--- src/rtl/trap_pkg.sv ---
// +----------------------------------------------------------------------+
// | trap_pkg                                                             |
// | Shared types and constants for the trap/mret sequencer: FSM state    |
// | encoding, machine-mode CSR addresses, CSR access-type encodings and  |
// | exception cause codes.                                               |
// | Revision: 1.1                                                        |
// +----------------------------------------------------------------------+
`default_nettype none

package trap_pkg;

    // T_CAUSE is only reachable when TRAP_MCAUSE_EN is defined.
    typedef enum logic [2:0] {
        IDLE    = 3'd0,
        T_EPC   = 3'd1,
        T_CAUSE = 3'd2,
        T_VEC   = 3'd3,
        R_EPC   = 3'd4,
        RESP    = 3'd5
    } trap_state_t;

    localparam logic [1:0] CSR_READ_ONLY = 2'd0;
    localparam logic [1:0] CSR_WRITE     = 2'd1;
    localparam logic [1:0] CSR_SET       = 2'd2;
    localparam logic [1:0] CSR_CLEAR     = 2'd3;

    localparam logic [11:0] CSR_ADDR_MEPC   = 12'h341;
    localparam logic [11:0] CSR_ADDR_MCAUSE = 12'h342;
    localparam logic [11:0] CSR_ADDR_MTVEC  = 12'h305;

    localparam logic [3:0] CAUSE_MISALIGNED = 4'd0;
    localparam logic [3:0] CAUSE_ILLEGAL    = 4'd2;
    localparam logic [3:0] CAUSE_BREAKPOINT = 4'd3;
    localparam logic [3:0] CAUSE_ECALL      = 4'd11;

endpackage

`default_nettype wire

--- src/rtl/trap_sequencer.sv ---
// +----------------------------------------------------------------------+
// | trap_sequencer                                                       |
// | Multi-cycle trap / mret sequencer owning the single CSR file port.   |
// | IDLE and RESP pass pipeline CSR accesses straight through. A trap    |
// | writes mepc (and mcause when TRAP_MCAUSE_EN is defined), reads       |
// | mtvec and redirects; an mret reads mepc and redirects to it.         |
// |                                                                      |
// | Ports:                                                               |
// |   clk, reset            clock, synchronous active-high reset         |
// |   trap_req/cause/pc     trap request, cause code, faulting PC        |
// |   mret_req              mret request                                 |
// |   trap_ack              one-cycle acknowledge (RESP state)           |
// |   redirect_valid/pc     one-cycle redirect pulse and target          |
// |   busy                  sequencer owns the CSR port, pipeline stalls |
// |   pipe_csr_*            pipeline-side CSR access                     |
// |   csr_*                 CSR file side                                |
// |                                                                      |
// | Configuration macro: TRAP_MCAUSE_EN (adds the mcause write state).   |
// | Revision: 1.1                                                        |
// +----------------------------------------------------------------------+
`default_nettype none

module trap_sequencer
    import trap_pkg::*;
(
    input  logic        clk,
    input  logic        reset,
    input  logic        trap_req,
    input  logic [3:0]  trap_cause,
    input  logic [31:0] trap_pc,
    input  logic        mret_req,
    output logic        trap_ack,
    output logic        redirect_valid,
    output logic [31:0] redirect_pc,
    output logic        busy,
    input  logic [11:0] pipe_csr_number,
    input  logic [1:0]  pipe_csr_access_type,
    input  logic [31:0] pipe_csr_in,
    output logic [31:0] pipe_csr_rdata,
    output logic [11:0] csr_number,
    output logic [1:0]  csr_access_type,
    output logic [31:0] csr_in,
    input  logic [31:0] csr_rdata
);

    trap_state_t r_state;
    trap_state_t w_state_nxt;
    logic [31:0] r_redirect_pc;
    logic        w_load_redirect;

    // State register
    always_ff @(posedge clk) begin
        if (reset) begin
            r_state <= IDLE;
        end else begin
            r_state <= w_state_nxt;
        end
    end

    // Next-state logic. Requests are only looked at in IDLE; trap has
    // priority so a simultaneous mret simply stays pending.
    always_comb begin
        w_state_nxt = r_state;
        case (r_state)
            IDLE: begin
                if (trap_req) begin
                    w_state_nxt = T_EPC;
                end else if (mret_req) begin
                    w_state_nxt = R_EPC;
                end
            end
`ifdef TRAP_MCAUSE_EN
            T_EPC:   w_state_nxt = T_CAUSE;
            T_CAUSE: w_state_nxt = T_VEC;
`else
            T_EPC:   w_state_nxt = T_VEC;
`endif
            T_VEC:   w_state_nxt = RESP;
            R_EPC:   w_state_nxt = RESP;
            RESP:    w_state_nxt = IDLE;
            default: w_state_nxt = IDLE;
        endcase
    end

    // Output mux. Pass-through by default; owned states override the port
    // completely so pipeline inputs have no CSR effect while busy.
    always_comb begin
        csr_number      = pipe_csr_number;
        csr_access_type = pipe_csr_access_type;
        csr_in          = pipe_csr_in;
        w_load_redirect = 1'b0;
        case (r_state)
            T_EPC: begin
                csr_number      = CSR_ADDR_MEPC;
                csr_access_type = CSR_WRITE;
                csr_in          = trap_pc;
            end
`ifdef TRAP_MCAUSE_EN
            T_CAUSE: begin
                csr_number      = CSR_ADDR_MCAUSE;
                csr_access_type = CSR_WRITE;
                csr_in          = {28'b0, trap_cause};
            end
`endif
            T_VEC: begin
                csr_number      = CSR_ADDR_MTVEC;
                csr_access_type = CSR_READ_ONLY;
                csr_in          = 32'b0;
                w_load_redirect = 1'b1;
            end
            R_EPC: begin
                csr_number      = CSR_ADDR_MEPC;
                csr_access_type = CSR_READ_ONLY;
                csr_in          = 32'b0;
                w_load_redirect = 1'b1;
            end
            default: begin
            end
        endcase
    end

    // Redirect target: mtvec/mepc with the low two bits forced to zero
    // (mtvec mode bits / alignment). Holds until the next load.
    always_ff @(posedge clk) begin
        if (reset) begin
            r_redirect_pc <= 32'b0;
        end else if (w_load_redirect) begin
            r_redirect_pc <= {csr_rdata[31:2], 2'b00};
        end
    end

    // Status outputs decode the state register directly, so they are
    // glitch-free and registered in timing.
    assign trap_ack       = (r_state == RESP);
    assign redirect_valid = (r_state == RESP);
    assign busy           = (r_state != IDLE) && (r_state != RESP);
    assign redirect_pc    = r_redirect_pc;
    assign pipe_csr_rdata = csr_rdata;

    // Bits intentionally not consumed in this configuration.
    logic w_unused;
`ifdef TRAP_MCAUSE_EN
    assign w_unused = ^csr_rdata[1:0];
`else
    assign w_unused = ^{csr_rdata[1:0], trap_cause};
`endif

endmodule

`default_nettype wire

--- config.mk ---
export PLATFORM = sky130hd
export DESIGN_NAME = trap_sequencer
export DESIGN_NICKNAME = d
export VERILOG_FILES = /design/src/rtl/trap_pkg.sv /design/src/rtl/trap_sequencer.sv
export SDC_FILE = /design/constraint.sdc
export NUM_CORES = 1
export LEC_CHECK = 0
export BUFFER_PORTS_ARGS = -buffer_cell sky130_fd_sc_hd__buf_4
export CORE_MARGIN = 2
export CORE_UTILIZATION = 25
export CTS_CLUSTER_DIAMETER = 80
export DETAILED_ROUTE_END_ITERATION = 8
export PLACE_DENSITY = 0.61
export RECOVER_POWER = 25
export SETUP_SLACK_MARGIN = 0.2
export SLEW_MARGIN = 5
export SYNTH_ARGS = -nofsm -noshare
export SYNTH_HDL_FRONTEND = slang
export SYNTH_SLANG_ARGS = --single-unit
--- constraint.sdc ---
create_clock -name clk -period 1.5 [get_ports clk]
set_input_delay 0.225 -clock clk [delete_from_list [all_inputs] [get_ports clk]]
set_output_delay 0.225 -clock clk [all_outputs]
set_load 0.03 [all_outputs]
### Word-level counts from Yosys, hierarchy flattened

Index checks and enable logic that the tools add are counted.

* bits of input ports: 118
* bits in registers: 33
* output and inout bits: 113
* word-level logic and storage cells: 20

* equality and inequality tests: 6
* reduce and logical (&&, ||, !) cells: 5
* muxes and demuxes: 7

Operators with widths (number)
* $pmux W32 S2: 1
* $pmux W12 S2: 1
* $pmux W3 S3: 1
* $eq A3 B3 Y1 const B: 2
* $mux W3: 2
* $ne A3 B3 Y1 const B: 2
* $pmux W2 S2: 1
* $reduce_or A2 Y1: 2
* $eq A3 B1 Y1 const B: 1
* $eq A3 B2 Y1 const B: 1
* $logic_not A3 Y1: 1
* $reduce_bool A3 Y1: 1
* $logic_and A1 B1 Y1: 1
* $mux W1: 1

### Longest topological paths before layout

Gate-level depths: netlist of the first run.

* depth after elaboration: 3
* gate-level depth with buffers: 6
* depth with buffers taken out: 3

### Worst setup path after synthesis of the first run

Ideal clock, no wire load.

* path type: register to output
* start point: register r_state[0]
* end point: output port csr_number[2]
* required time: 1.275 ns
* slack: -0.445 ns
* buffers on the path: 3
* data arrival time: 1.720 ns
* stages on the path, launching flop included: 7
* cells stage by stage: dfxtp_1 > buf_6 > and2b_1 > nor2b_1 > buf_2 > buf_6 > a211oi_1

* cells in the longest elaborated chain, start to end: 3
* elaborated cells between the ends (all ways): 5
* those cells by class: 3 x eq/ne; 1 x mux; 1 x reduce/logical

RTL lines
* start: declaration: RTL line trap_sequencer.sv:46 `trap_state_t r_state;`
* start signal: assignment: RTL line trap_sequencer.sv:56 `r_state <= w_state_nxt;`
* $eq A3 B3 Y1 / $eq A3 B1 Y1 (equally long branches): RTL line trap_sequencer.sv:92 `case (r_state)`
* $reduce_or A2 Y1 (no source line)
* $pmux W12 S2 (*): RTL line trap_sequencer.sv:92
* end: declaration: RTL line trap_sequencer.sv:40 `output logic [11:0] csr_number,`

Mark *: on every way between the ends. The rest lies on a longest branch, timed or not.

### Worst setup path in the final report of the first run

* start point: register r_state[2]
* end point: output port csr_in[9]

* cells in the longest elaborated chain, start to end: 3
* elaborated cells between the ends (all ways): 5
* those cells by class: 3 x eq/ne; 1 x mux; 1 x reduce/logical

RTL lines
* $eq A3 B3 Y1 / $eq A3 B2 Y1 (equally long branches): RTL line trap_sequencer.sv:92
* $reduce_or A2 Y1 (no source line)
* $pmux W32 S2 (*): RTL line trap_sequencer.sv:92
* end: declaration: RTL line trap_sequencer.sv:42 `output logic [31:0] csr_in,`

Marks and branches as above.

==> out/results.ini, run 1 <==
[outcome]
run_status = finished, violations left
violations = negative setup slack

[setup_path]
cp_slowest_cell = dfxtp_2
r2r_start = r_state[0]
max_stage_delay_ns = 0.34
startpoint = r_state[2]
r2r_slack_ns = -0.19
worstPathCellList = and2b_4 -> buf_12 -> nor2b_4 -> buf_12 -> buf_16 -> a22o_4 -> buf_6
path_depth = 7
worstPathMaxFanout = 7
start_kind = register
critical_path.endpoint_type = primary output
crit_end = csr_in[9]
r2r-end = redirect_pc[18]
criticalPathCategory = reg -> out
crit_family = buffers and inverters
critical_path_buf_inv_count = 4
cp.arrival_ns = 1.74
worst_r2r_path_depth = 11
cp_common_cell = buf_12
worstPathRequired_ns = 1.27

[timing]
slew_violations = 0
finalClockSkew_ns = 0.01047
max_freq_mhz = 510.0
setup_viol = 59
min_period_over_period_pct = 130.7
worst_slack_ns = -0.4606
holdWs_ns = 0.1995
finalHoldViolations = 0
rsz0062_at_grt = yes
min_period_ns = 1.961

[drt]
ant_nets = 0
dr.pass1.iters = 4
drc = 0
drt_wl_total_mm = 12.36
viasPerCell = 4.973
wl_per_cell_um = 18.26
drt_iter0_drc = 184
via_count = 3367

[pwr]
pwr_density_cell_nw_per_um2 = 803.0
combPwrFrac_pct = 63.2
cellLeakagePower_uw = 0.002468
p_seq_share_pct = 21.8
p_sw_uw = 1818
internal_power_uw = 2680
p_clk_share_pct = 14.9
ir_drop_mv = 0.4102
swShare_pct = 40.41

[layout]
nets = 658
multi_input_area_um2 = 2106
drive_gt1_share_pct = 67.84
fin_util_pct = 55.00
area_growth_pct = 116.7
mostFrequentLayoutCell = buf_4
layout_common_cells = buf_4 (172), buf_6 (61), dfxtp_1 (30)
antenna_cells = 0
nFillCells = 943
seqCellArea_um2 = 666.9

[placement]
io_buffers = 220
place_hpwl_mm = 7.382
gp_congestion = 0.7052

[grt]
grt_pass1_vias = 3282
antenna_found_initial = 0
grt_pass1_wl_mm = 17.96
overflow = 0
track_usage_pct = 20.27
grt_start_max_net_pins = 41

[synth]
synth_cell_types = 29
yosysWarningCount = 0
synth-seq-cells = 33
syn_area_per_cell_um2 = 7.905
synth_area_um2 = 2585
yosys_most_used_dff = dfxtp_1
synthCells = 327
synth_edf_count = 0
ys_seq_area_share_pct = 25.56
async_flop_share_pct = 0

[floorplan]
num_rows = 37
coreArea_um2 = 10180
die_area_um2 = 11170
ios = 231
die_w_um = 105.7
die_y_um = 105.7
start_util_pct = 25.38

[min_path]
hold_class = in -> reg

[clocking]
clkLatencyLatePin_ns = 0.28
cts-hold-fix-buffers = 0
clockBufferDepth = 2
root_buffer = clkbuf_8
clk_pin_slew_worst_paths_ns = 0.07
h-tree-depth = 2
cts_tree = built
cts_inserted_buffers = 5
clock_sinks = 33

[job]
maxCapViolations = 0

==> sequential cells by signal, indices dropped and copies added, names as in the netlist <==
register	flops
r_state	3
redirect_pc	30
==> how the worst min path moves through the flow <==
stage,startpoint,endpoint,slack [ns],depth (start not counted)
2_1_floorplan,reset,redirect_pc[2],0.29,1
3_3_place_gp,csr_rdata[1],pipe_csr_rdata[1],0.45,0
3_5_place_dp,csr_rdata[1],pipe_csr_rdata[1],0.45,0
4_1_cts,csr_rdata[29],redirect_pc[29],0.21,3
5_1_grt,csr_rdata[30],redirect_pc[30],0.19,3
6_report,csr_rdata[25],redirect_pc[25],0.20,3
==> Yosys cell counts, types with 7 or more instances <==
library cell  number  area [um2]
a31oi_1           30       187.7
buf_6              7       78.83
and3_1            15       93.84
nand3b_1          16       120.1
and2_1            23       143.9
buf_4             40       300.3
dfxtp_1           33       660.6
nand3_1           15       75.07
o21ai_0           34       170.2
nor3b_1           15       112.6
clkbuf_1          13       48.80
a22o_1            32       280.3
a21oi_1           17       85.08
buf_2             11       55.05
==> worst min-delay path, cell delays in order <==
cell and delay, ns:
buf_4 0.12, o21ai_2 0.04, a21oi_1 0.05
==> logic make-up after synthesis <==
logic type             after synthesis  share of synthesized area (%)
AOI/OAI and AO/OA                  116                          28.75
and+or+nand+nor                    106                          26.86
buffers and inverters               71                          18.68
DFF                                 33                          25.56
other                                1                         0.1451
==> metrics by stage <==
stage | setup WS [ns] | std cells | total power, uW | area, um2 | setup TNS, ns
floorplan | -0.03690 | 328 | 2400 | 2915 | -0.6272
global route | -0.5073 | 677 | 4703 | 5602 | -24.35
finish | -0.4606 | 677 | 4498 | 5602 | -20.74
global placement | -0.5737 | 626 | 3050 | 4349 | -25.67
detailed placement | -0.6578 | 626 | 3080 | 4349 | -29.73
CTS | -0.4504 | 663 | 4350 | 5279 | -19.32
==> power by group through the flow <==
stage | sequential (uW) | clock, uW | combinational (uW)
after detailed placement | 998 | 0 | 2080
after CTS | 980 | 692 | 2680
after floorplan | 1080 | 0 | 1320
final | 982 | 672 | 2840
after global routing | 989 | 739 | 2970
after global placement | 997 | 0 | 2050
==> cell type report <==
type	instances	share of cell area, %
repair buffers	272	45.92
clock buffers	5	1.229
clock inverters	3	0.3127
flip-flops and latches	33	11.91
multi-input cells	228	37.59
well taps	136	3.038
==> metal layers <==
| layer | vias up | GRT usage, % | share of wire (%) |
|---|---|---|---|
| li1 | 1608 | - | - |
| met1 | 1608 | 23.64 | 39 |
| met3 | 17 | 5.257 | 6.5 |
| met2 | 134 | 37.51 | 52 |
| met4 | 0 | 3.477 | 1.7 |
| met5 | - | 0 | 0 |
==> what timing repair did <==
action                                  4_1_cts  5_1_grt
gates resized for setup                     103       61
cloned                                       13        0
pin swaps                                    28       31
buffers inserted                             16       14
endpoints found under the setup margin       82       81
(Power assumes the default switching activity.)
==> inputs of run 2 (changes only) <==
clock period = 2.2 ns   (was 1.5 ns; I/O delays follow)
==> run 2 against run 1 <==
The flow now finishes without violations. Die area unchanged. Clock power fell by 29%. Count of clock-buffer cells in the layout stayed put. Design area decreased by 24%. Register-to-register slack better by 0.70 ns. Sequential cell count stayed put. Worst hold slack improved by 0.11 ns. First-iteration DRC count is 8.2% lower.
==> out/results.ini, run 2 (same netlist as run 1, synthesis figures left out) <==
[floorplan]
die_w_um = 105.7  ; unchanged
die_area_um2 = 11170  ; unchanged
start_util_pct = 25.38  ; unchanged
ios = 231  ; unchanged
coreArea_um2 = 10180  ; unchanged
die_y_um = 105.7  ; unchanged
num_rows = 37  ; unchanged

[placement]
gp_congestion = 0.7224  ; was 0.7052
io_buffers = 220  ; unchanged
place_hpwl_mm = 6.834  ; was 7.382 mm

[timing]
setup_viol = 0  ; was 59
max_freq_mhz = 491.1
slew_violations = 0  ; unchanged
rsz0062_at_grt = yes  ; unchanged
setup_tns_ns = 0  ; was -20.74 ns
holdWs_ns = 0.3113  ; was 0.1995 ns
finalClockSkew_ns = 0.01151  ; was 0.01047 ns
maxSlewHeadroom_pct = 62.30
min_period_ns = 2.036
worst_pin_slew_ns = 0.5642
finalHoldViolations = 0  ; unchanged
min_period_over_period_pct = 92.56

[layout]
area_growth_pct = 65.59  ; was 116.7%
drive_gt1_share_pct = 44.16  ; was 67.84%
largest_reg_flops = 30  ; unchanged
layout_common_cells = buf_4 (166), o21ai_0 (34), clkbuf_1 (34)  ; was buf_4 (172), buf_6 (61), dfxtp_1 (30)
mostFrequentLayoutCell = buf_4  ; unchanged
antenna_cells = 0  ; unchanged
nets = 622  ; was 658

[grt]
antenna_found_initial = 0  ; unchanged
overflow = 0  ; unchanged
grt_pass1_vias = 2775  ; was 3282
grt_pass1_wl_mm = 14.21  ; was 17.96 mm
grt_start_max_net_pins = 56  ; was 41
track_usage_pct = 15.43  ; was 20.27%

[setup_path]
worstPathRequired_ns = 1.87  ; was 1.27 ns
worstPathMaxFanout = 9  ; was 7
r2r_slack_ns = 0.51  ; was -0.19 ns
criticalPathCategory = reg -> out  ; unchanged
startpoint = r_state[2]  ; unchanged
start_kind = register  ; unchanged
r2r_start = r_state[1]  ; was r_state[0]
critical_path.endpoint_type = primary output  ; unchanged
cp.arrival_ns = 1.71  ; was 1.74 ns

[drt]
drt_wl_total_mm = 9.915  ; was 12.36 mm
wl_per_cell_um = 15.47  ; was 18.26 um
ant_nets = 0  ; unchanged
viasPerCell = 4.802  ; was 4.973
drt_iter0_drc = 169  ; was 184
dr.pass1.iters = 4  ; unchanged
via_count = 3078  ; was 3367
drc = 0  ; unchanged

[clocking]
cts-hold-fix-buffers = 0  ; unchanged
clk_pin_slew_worst_paths_ns = 0.08  ; was 0.07 ns
clkLatencyLatePin_ns = 0.29  ; was 0.28 ns
h-tree-depth = 2  ; unchanged
cts_tree = built  ; unchanged
clockBufferDepth = 2  ; unchanged
clock_sinks = 33  ; unchanged
cts_inserted_buffers = 5  ; unchanged
root_buffer = clkbuf_8  ; unchanged

[pwr]
pwr_density_cell_nw_per_um2 = 599.3  ; was 803.0 nW/um2
total_power_uw = 2565  ; was 4498 uW
swShare_pct = 41.79  ; was 40.41%
p_clk_share_pct = 18.7  ; was 14.9%
combPwrFrac_pct = 55.3  ; was 63.2%
p_sw_uw = 1072  ; was 1818 uW
internal_power_uw = 1493  ; was 2680 uW
ir_drop_mv = 0.2353  ; was 0.4102 mV
cellLeakagePower_uw = 0.001901  ; was 0.002468 uW
p_seq_share_pct = 26.0  ; was 21.8%

[outcome]
run_status = completed  ; was finished, violations left

[job]
maxCapViolations = 0  ; unchanged

[min_path]
min-delay-start = csr_rdata[27]  ; was csr_rdata[25]
hold_class = in -> reg  ; unchanged

run 2: changes by cell type in the layout (fill, tap and decap cells not counted), sizes merged:
cell      previous run  this run
clkinv               2         0
buf                254       204
clkinvlp             1         3
bufbuf               3         0
nor2                 9         5
clkbuf              20        41
run 2: power by group through the flow:
stage,sequential (uW),combinational [uW],clock (uW)
2_1_floorplan,736,773,0
3_3_place_gp,676,1260,0
3_5_place_dp,678,1280,0
4_1_cts,666,1300,502
5_1_grt,672,1500,524
6_report,666,1420,480
run 2: path summary, 6_finish.rpt:
path                                        end  cells after the start
worst max register to register  redirect_pc[23]                      4
worst max-delay path                  csr_in[9]                      6
worst min-delay path            redirect_pc[27]                      3
worst min register to register  redirect_pc[28]                      2
run 2: final cells by class:
cell class                      instances  area [um2]
Timing Repair Buffer                  240        1891
Tap cell                              136       170.2
Fill cell                            1036        5904
Sequential cell                        33       663.1
Clock inverter                          3       22.52
Clock buffer                            5       68.82
Multi-Input combinational cell        224        1465
run 2: per-layer routing:
metal,GRT usage [%],vias up,share of wire (%)
li1,-,1515,-
met1,19.94,1426,43
met2,26.18,127,49
met3,3.772,10,6.4
met4,3.008,0,1.5
met5,0,-,0
run 2: through the flow:
step,util (%),setup slack (ns),cells,area (um2)
CTS,40.59,0.1936,630,4134
global placement,39.31,0.3070,622,4004
detailed placement,39.31,0.2817,622,4004
floorplan,-,0.3896,328,2594
global route,42.03,0.09736,641,4280
finish,42.03,0.1637,641,4280
run 2: timing repair:
action | 4_1_cts | 5_1_grt
gates cloned | 0 | 2
setup buffers | 0 | 9
hold endpoints to repair | 0 | 0
resized for setup | 10 | 40
endpoints found under the setup margin | 42 | 44
pin swaps | 0 | 10
run 2: critical path, cell delays in order, from the launching register on:
cell     delay (ns)
dfxtp_2        0.34
and2b_4        0.27
nor2b_4        0.22
buf_6          0.16
buf_12         0.13
a22o_1         0.17
buf_6          0.14
==> inputs of run 3 (changes only) <==
PLACE_DENSITY = 0.63   (was 0.61)
RECOVER_POWER = default   (was 25)
clock period = 1.85 ns   (was 2.2 ns; I/O delays follow)
==> run 3 against run 2 <==
The run now ends with negative setup slack left. Via count hardly changed. Sequential cell count stayed put. Clock skew shrank 0.0022 ns. Final cell count fell by 0.62%. Combinational power is 18% higher. Wire length decreased by 4.6%. Sequential power grew 20%. Largest power group unchanged.
==> out/results.ini, run 3 (same netlist as run 1, synthesis figures left out) <==
[outcome]
run_status = finished, violations left  ; was completed
violations = negative setup slack

[drt]
via_count = 3076  ; was 3078
drt_wl_total_mm = 9.461  ; was 9.915 mm
viasPerCell = 4.829  ; was 4.802
wl_per_cell_um = 14.85  ; was 15.47 um
drt_iter0_drc = 124  ; was 169
dr.pass1.iters = 4  ; unchanged
drc = 0  ; unchanged
ant_nets = 0  ; unchanged

[timing]
worst_slack_ns = -0.03963  ; was 0.1637 ns
maxSlewHeadroom_pct = 60.05  ; was 62.30%
min_period_ns = 1.890
rsz0062_at_grt = yes  ; unchanged
min_period_over_period_pct = 102.1
slew_violations = 0  ; unchanged
max_freq_mhz = 529.2
finalHoldViolations = 0  ; unchanged
finalClockSkew_ns = 0.009283  ; was 0.01151 ns
worst_pin_slew_ns = 0.5978  ; was 0.5642 ns
setup_tns_ns = -0.1443  ; was 0 ns
holdWs_ns = 0.2744  ; was 0.3113 ns
setup_viol = 5  ; was 0

[floorplan]
die_w_um = 105.7  ; unchanged
num_rows = 37  ; unchanged
ios = 231  ; unchanged
die_y_um = 105.7  ; unchanged
start_util_pct = 25.38  ; unchanged
die_area_um2 = 11170  ; unchanged
coreArea_um2 = 10180  ; unchanged

[placement]
place_hpwl_mm = 6.883  ; was 6.834 mm
io_buffers = 220  ; unchanged
gp_congestion = 0.6836  ; was 0.7224

[layout]
area_growth_pct = 70.28  ; was 65.59%
mostFrequentLayoutCell = buf_4  ; unchanged
nets = 618  ; was 622
drive_gt1_share_pct = 51.30  ; was 44.16%
largest_reg_flops = 30  ; unchanged
nFillCells = 993  ; was 1036
layout_common_cells = buf_4 (194), buf_6 (38), o21ai_0 (34)  ; was buf_4 (166), o21ai_0 (34), clkbuf_1 (34)
antenna_cells = 0  ; unchanged

[grt]
grt_pass1_wl_mm = 14.64  ; was 14.21 mm
grt_start_max_net_pins = 46  ; was 56
antenna_found_initial = 0  ; unchanged
grt_pass1_vias = 2877  ; was 2775
overflow = 0  ; unchanged
track_usage_pct = 15.78  ; was 15.43%

[clocking]
clock_sinks = 33  ; unchanged
clk_pin_slew_worst_paths_ns = 0.07  ; was 0.08 ns
cts_inserted_buffers = 5  ; unchanged
cts_tree = built  ; unchanged
h-tree-depth = 2  ; unchanged
root_buffer = clkbuf_8  ; unchanged
clockBufferDepth = 2  ; unchanged
clkLatencyLatePin_ns = 0.28  ; was 0.29 ns

[min_path]
hold_class = in -> reg  ; unchanged

[pwr]
ir_drop_mv = 0.3806  ; was 0.2353 mV
cellLeakagePower_uw = 0.002023  ; was 0.001901 uW
pwr_density_cell_nw_per_um2 = 724.3  ; was 599.3 nW/um2

[setup_path]
worstPathMaxFanout = 4  ; was 9
criticalPathCategory = reg -> out  ; unchanged
critical_path.endpoint_type = primary output  ; unchanged
worstPathRequired_ns = 1.57  ; was 1.87 ns
cp.arrival_ns = 1.61  ; was 1.71 ns
start_kind = register  ; unchanged

[job]
maxCapViolations = 0  ; unchanged

[run 3: cell types whose count changed in the layout (fill, tap and decap cells not counted), sizes merged]
cell	delta
clkinvlp	-3
bufinv	+1
clkbuf	-34
buf	+32
[run 3: cell type report]
type	count	area, um2	area share [%]
Tap cell	136	170.2	3.866
Timing Repair Buffer	236	1964	44.63
Sequential cell	33	669.4	15.21
Clock inverter	1	30.03	0.6822
Multi-Input combinational cell	224	1481	33.66
Clock buffer	7	86.33	1.961
[run 3: what timing repair did]
item,CTS,global route
setup endpoints to repair,76,68
setup buffers,0,4
hold buffers,0,0
gates resized for setup,47,7
pin swaps,0,2
[run 3: layer usage]
metal  GRT usage (%)  share of wire [%]
met1           18.97                 41
met3           4.515                7.9
met2           28.66                 51
met4           1.786               0.18
met5               0                  0
[run 3: power breakdown]
part | leakage [uW] | switching [uW] | internal (uW)
Combinational | 0.00169 | 914 | 764
Sequential | 0.000270 | 40.8 | 756
Clock | 0.0000585 | 274 | 440
[run 3: critical path: stages (launching register included)]
cell     delay [ns]
dfxtp_4        0.37
and2b_2        0.23
buf_4          0.15
buf_12         0.11
or3_4          0.34
buf_6          0.15
[run 3: final timing paths]
check                  startpoint               to  slack [ns]  depth (start not counted)
setup / recovery       r_state[0]             busy       -0.04                          5
hold / removal      csr_rdata[29]  redirect_pc[29]        0.27                          3
setup reg to reg       r_state[1]  redirect_pc[20]        0.28                          4
hold reg to reg   redirect_pc[23]  redirect_pc[23]        0.47                          2
[run 3: stage by stage]
stage	instance area (um2)	utilization (%)	setup WS [ns]	std cells	power, uW
2_1_floorplan	2600	-	0.1489	328	1796
3_3_place_gp	4058	39.84	0.2028	625	2337
3_5_place_dp	4058	39.84	0.1129	625	2352
4_1_cts	4345	42.67	-0.04350	633	3195
5_1_grt	4402	43.22	-0.09717	637	3348
6_report	4402	43.22	-0.03963	637	3188
